==> config.mk <==
export PLATFORM = sky130hd
export DESIGN_NAME = trig_ctrl
export DESIGN_NICKNAME = d
export VERILOG_FILES = /design/src/rtl/trig_pkg.sv /design/src/rtl/trig_holdoff.sv /design/src/rtl/trig_ctrl.sv
export SDC_FILE = /design/constraint.sdc
export NUM_CORES = 1
export LEC_CHECK = 0
export ABC_AREA = 1
export CAP_MARGIN = 20
export CORE_MARGIN = 2
export CORE_UTILIZATION = 51
export DETAILED_ROUTE_END_ITERATION = 8
export PLACE_DENSITY = 0.84
export SLEW_MARGIN = 10
export SYNTH_ARGS = -nofsm -noshare
export SYNTH_HDL_FRONTEND = slang
export SYNTH_SLANG_ARGS = --single-unit
==> constraint.sdc <==
create_clock -name clk -period 2.2 [get_ports clk]
set_clock_uncertainty 0.05 [all_clocks]
set_input_delay 0.22 -clock clk [delete_from_list [all_inputs] [get_ports clk]]
set_output_delay 0.22 -clock clk [all_outputs]
set_load 0.005 [all_outputs]
==> src/rtl/trig_pkg.sv <==
// Shared defaults and state encoding for the trigger controller slice.
// The optional trigger timestamp is built in when TRIG_TIMESTAMP_EN is defined.
package trig_pkg;

    localparam int TRIG_DWIDTH    = 14;
    localparam int TRIG_HOLDOFF_W = 16;
    localparam int TRIG_CNT_W     = 32;
    localparam int TRIG_TS_W      = 32;

    typedef enum logic [1:0] {
        IDLE    = 2'b00,
        ARMED   = 2'b01,
        HOLDOFF = 2'b10
    } trig_state_t;

endpackage

==> src/rtl/trig_holdoff.sv <==
// Loadable down-counter used to time the post-trigger holdoff window.
// Clear has priority over load; the count stops at zero, and zero is flagged.
module trig_holdoff
    import trig_pkg::*;
#(
    parameter int WIDTH = TRIG_HOLDOFF_W
) (
    input  logic             clk,
    input  logic             rst,
    input  logic             clear,
    input  logic             load,
    input  logic [WIDTH-1:0] load_value,
    input  logic             en,
    output logic             zero
);

    logic [WIDTH-1:0] count;

    // Clear aborts, load restarts, enable counts down toward zero and stops there
    always_ff @(posedge clk) begin
        if (rst) begin
            count <= '0;
        end else if (clear) begin
            count <= '0;
        end else if (load) begin
            count <= load_value;
        end else if (en && (count != '0)) begin
            count <= count - WIDTH'(1);
        end
    end

    assign zero = (count == '0);

endmodule

==> src/rtl/trig_ctrl.sv <==
// Trigger controller: fires a one-cycle pulse on the false-to-true edge of a
// selectable magnitude compare (A>B, A<B, A=B) against a threshold, latches the
// triggering sample, counts triggers, and holds off before re-arming.
// Define TRIG_TIMESTAMP_EN to add a free-running timestamp and the trig_time port.
module trig_ctrl
    import trig_pkg::*;
#(
    parameter int DWIDTH    = TRIG_DWIDTH,
    parameter int HOLDOFF_W = TRIG_HOLDOFF_W,
    parameter int CNT_W     = TRIG_CNT_W
) (
    input  logic                 clk,
    input  logic                 rst,
    input  logic [DWIDTH-1:0]    adc_data,
    input  logic                 adc_valid,
    input  logic [DWIDTH-1:0]    thresh,
    input  logic                 gt,
    input  logic                 lt,
    input  logic                 et,
    input  logic                 en,
    input  logic [HOLDOFF_W-1:0] holdoff,
    output logic                 trig,
    output logic [DWIDTH-1:0]    trig_data,
    output logic                 busy,
    output logic [CNT_W-1:0]     trig_count
`ifdef TRIG_TIMESTAMP_EN
    ,
    output logic [TRIG_TS_W-1:0] trig_time
`endif
);

    trig_state_t state;
    logic        prev_cond;
    logic        cond;
    logic        fire;
    logic        hold_zero;

    assign cond = (gt && (adc_data > thresh))
               || (et && (adc_data == thresh))
               || (lt && (adc_data < thresh));

    // A fire needs a valid sample whose condition just turned true; dropping en vetoes it
    assign fire = en && (state == ARMED) && adc_valid && cond && !prev_cond;

    trig_holdoff #(
        .WIDTH(HOLDOFF_W)
    ) u_holdoff (
        .clk       (clk),
        .rst       (rst),
        .clear     (!en),
        .load      (fire),
        .load_value(holdoff),
        .en        (state == HOLDOFF),
        .zero      (hold_zero)
    );

    // Arming, firing and holdoff sequencing with registered outputs
    always_ff @(posedge clk) begin
        if (rst) begin
            state      <= IDLE;
            trig       <= 1'b0;
            trig_data  <= '0;
            busy       <= 1'b0;
            trig_count <= '0;
            prev_cond  <= 1'b1;
        end else begin
            trig <= 1'b0;
            if (!en) begin
                state <= IDLE;
                busy  <= 1'b0;
            end else begin
                case (state)
                    IDLE: begin
                        state     <= ARMED;
                        prev_cond <= 1'b1;
                    end
                    ARMED: begin
                        if (adc_valid) begin
                            prev_cond <= cond;
                        end
                        if (fire) begin
                            trig      <= 1'b1;
                            trig_data <= adc_data;
                            if (trig_count != '1) begin
                                trig_count <= trig_count + CNT_W'(1);
                            end
                            state <= HOLDOFF;
                            busy  <= 1'b1;
                        end
                    end
                    HOLDOFF: begin
                        if (hold_zero) begin
                            state     <= ARMED;
                            prev_cond <= 1'b1;
                            busy      <= 1'b0;
                        end
                    end
                    default: begin
                        state <= IDLE;
                        busy  <= 1'b0;
                    end
                endcase
            end
        end
    end

`ifdef TRIG_TIMESTAMP_EN
    logic [TRIG_TS_W-1:0] ts_count;

    // Free-running timestamp, captured alongside the triggering sample
    always_ff @(posedge clk) begin
        if (rst) begin
            ts_count  <= '0;
            trig_time <= '0;
        end else begin
            ts_count <= ts_count + TRIG_TS_W'(1);
            if (fire) begin
                trig_time <= ts_count;
            end
        end
    end
`endif

endmodule

==> results_dict.tcl <==
set metrics [dict create \
    hpwl_microns 8650 \
    max_freq_ghz 0.479 \
    ys_warn_count 0 \
    core_sq_mm 0.00813 \
    hold_buffers 0 \
    numCtsBuffers 9 \
    syn-cell-area_sq_mm 0.00423 \
    fin_util_pct 71.5 \
    power.internal_mw 1.98 \
    criticalPathCategory "input pin to flop" \
    r2r_setup_slack_ns 0.16 \
    dieHeight_microns 95.0 \
    multi_input_area_sq_mm 0.00256 \
    grt_pass1_wl_microns 19300 \
    arrival_ns 2.26 \
    power_mw 2.59 \
    p_comb_share_pct 11.3 \
    synth_nets 714 \
    synth_area_leaders "dfxtp_1 32%, nand2_1 13%, nor2_1 11%" \
    pin_count 99 \
    drc_errors 0 \
    dr.pass1.iters 5 \
    antenna_found_initial 0 \
    ys_seq_elements 67 \
    slowest_delay_ns 0.45 \
    power_density_mw_per_mm2 447 \
    cp_max_fo 6 \
    viasPerCell 5.29 \
    ant_nets 0 \
    p_sw_mw 0.618 \
    critPathLaunchType "input pin" \
    fin_nets 831 \
    grt_use_total_pct 26.7 \
    synth_top_area_share_pct 31.7 \
    cap_viol_max_count 0 \
    crit_buf_inv 5 \
    setup.worst_path.end "trig_count[14]$_SDFFE_PP0P_" \
    die-area_sq_mm 0.00903 \
    layout_setup_ws_ns 0.114 \
    hold_ws_ns 0.422 \
    wl_per_cell_microns 13.8 \
    nFillCells 679 \
    cts_tree "built" \
    grt_pass1_vias 4264 \
    finalCriticalPeriod_ns 2.09 \
    cp_top_family "buffers and inverters" \
    drive_gt1_share_pct 11.3 \
    synthCells 647 \
    yosysTopAreaCell "dfxtp_1" \
    drv_slew 0 \
    ys_seq_area_share_pct 31.7 \
    cts_root_buf "clkbuf_8" \
    hp-class "input pin to flop" \
    clkTransAtPathRegs_ns 0.07 \
    routed_wl_microns 12000 \
    fin_setup_tns_ns 0 \
    critPathLaunch "thresh[7]" \
    r2r_cells 12 \
    crit_chain "clkdlybuf4s50_1, inv_1, ha_1, nand2_1, nor2_2, nand2_2, clkinv_1, nand2_1, nand2_1, nand2_2, nand3_4, nand3_4, buf_12, buf_4, nand2_1, a21oi_1" \
    seqCellArea_sq_mm 0.00134 \
    drtIter0Drc 281 \
    area_growth_pct 37.5 \
    grt_overflow_total 0 \
    dieWidth_microns 95.0 \
    cts.sinks 67 \
    place_congestion 0.929 \
    synth_edf_count 0 \
    fin_crit_sh_pct 94.8 \
    r2r_end "u_holdoff.count[7]$_SDFFE_PP0P_" \
    clockBufferDepth 2 \
    crit_required_ns 2.37 \
    async_flop_share_pct 0 \
    leakage_nw 2.50 \
    r2r-start "u_holdoff.count[0]$_SDFFE_PP0P_" \
    worst_slew_pin_slew_ns 0.569 \
    grt_max_degree 31 \
    seqPwrFrac_pct 47.1 \
    synthFlopType "dfxtp_1" \
    setup_viol 0 \
    initial_utilization_pct 51.9 \
    crit_cells 16 \
    dr_total_vias 4615 \
    cpMostUsedCell "nand2_1" \
    slew_headroom_pct 62.0 \
    synthDistinctLibCells 36 \
    worst_path_max_delay_cell "clkdlybuf4s50_1" \
    clock_latency_ns 0.34 \
    post-place-ws_ns -0.250 \
    clkPwrFrac_pct 41.6 \
    syn_avg_cell_area_sq_um 6.53 \
    hold_viol_final 0 \
    diodes 0 \
    switching_share_pct 23.8 \
    ir_drop_mv 0.299 \
    end_kind "flop" \
    rsz0062_at_grt "true" \
    status "finished clean" \
    h-tree-depth 3 \
    io_buffers 98 \
    core.rowCount 33 \
]
-- stage by stage --
step	area, sq um	std cells
floorplan	4230	647
global placement	5420	854
detailed placement	5420	854
CTS	5620	868
global route	5810	872
finish	5810	872
-- worst min path at each step --
stage,start,to,slack [ns],cells after the start
after floorplan,adc_data[10],trig_data[10]$_SDFFE_PP0P_,0.33,2
after global placement,trig_data[5]$_SDFFE_PP0P_,trig_data[5]$_SDFFE_PP0P_,0.41,2
after detailed placement,busy$_SDFFE_PP0P_,busy$_SDFFE_PP0P_,0.42,2
after CTS,holdoff[2],u_holdoff.count[2]$_SDFFE_PP0P_,0.43,3
after global routing,busy$_SDFFE_PP0P_,busy$_SDFFE_PP0P_,0.45,2
final,holdoff[2],u_holdoff.count[2]$_SDFFE_PP0P_,0.42,3
-- tightest hold or removal path, delay by kind of cell --
kind,cells,cell delay (ns)
buf+inv,1,0.40
simple gates,2,0.16
-- kinds of logic after synthesis --
logic type	share of synthesized area (%)
flip-flops	31.7
AND/OR/NAND/NOR	38.2
AO/OA/AOI/OAI	8.38
XOR/XNOR	7.05
buffers and inverters	9.89
adder cells (fa/ha/maj)	4.74
-- area by class of cell --
type,count,area share [%]
inverters,78,5.12
well taps,105,2.26
clock buffers,12,2.84
repair buffers,124,22.0
clock inverters,2,0.603
multi-input cells,484,44.1
flip-flops and latches,67,23.1
-- registers in the layout, summed over array words and instances (netlist names) --
signal / cells
prev_cond: 1
u_holdoff.count: 16
trig_data: 14
trig: 1
state: 2
busy: 1
trig_count: 32
-- layout by cell type, fill, tap and decap left out, types with 11 or more instances in the layout --
cell	instances
nand3_1	43
clkdlybuf4s50_1	98
ha_1	13
xor2_1	31
buf_4	17
clkbuf_8	12
inv_1	71
dfxtp_1	66
nand2_2	11
nor3_1	17
o21ai_0	27
a21oi_1	26
nand2_1	138
nor2_1	119
-- routing by layer --
metal  vias to the layer above  part of all wire, %  track usage, %
met2                       214                   48            46.8
met5                         -                    0               0
li1                       2287                    -               -
met3                        42                  7.7            5.06
met4                         0                  2.9            8.33
met1                      2072                   41            33.2
-- power by group through the flow --
stage | registers, mW | logic [mW] | clock network, mW
after floorplan | 1.25 | 0.120 | 0
after global placement | 1.25 | 0.253 | 0
after detailed placement | 1.25 | 0.260 | 0
after CTS | 1.22 | 0.262 | 1.08
after global routing | 1.22 | 0.323 | 1.15
final | 1.22 | 0.294 | 1.08
-- cell usage after synthesis (3+ instances only) --
library cell    n
or2_2           4
inv_2           4
inv_1          73
ha_1           16
nand3_1        44
nand2_1       146
nor4_1          6
nand3b_1        4
nand2_2         4
nor2_2          3
dfxtp_1        67
nor2_1        122
xnor2_1         3
clkbuf_1        5
nor3_1         17
o21ai_0        32
a21oi_1        29
buf_6           6
xor2_1         31
buf_2           3
nand4_1         6
-- what timing repair did --
item | CTS | global route
resized for setup | 0 | 34
setup buffers | 0 | 1
endpoints found under the setup margin | 0 | 59
(Power assumes the default switching activity.)
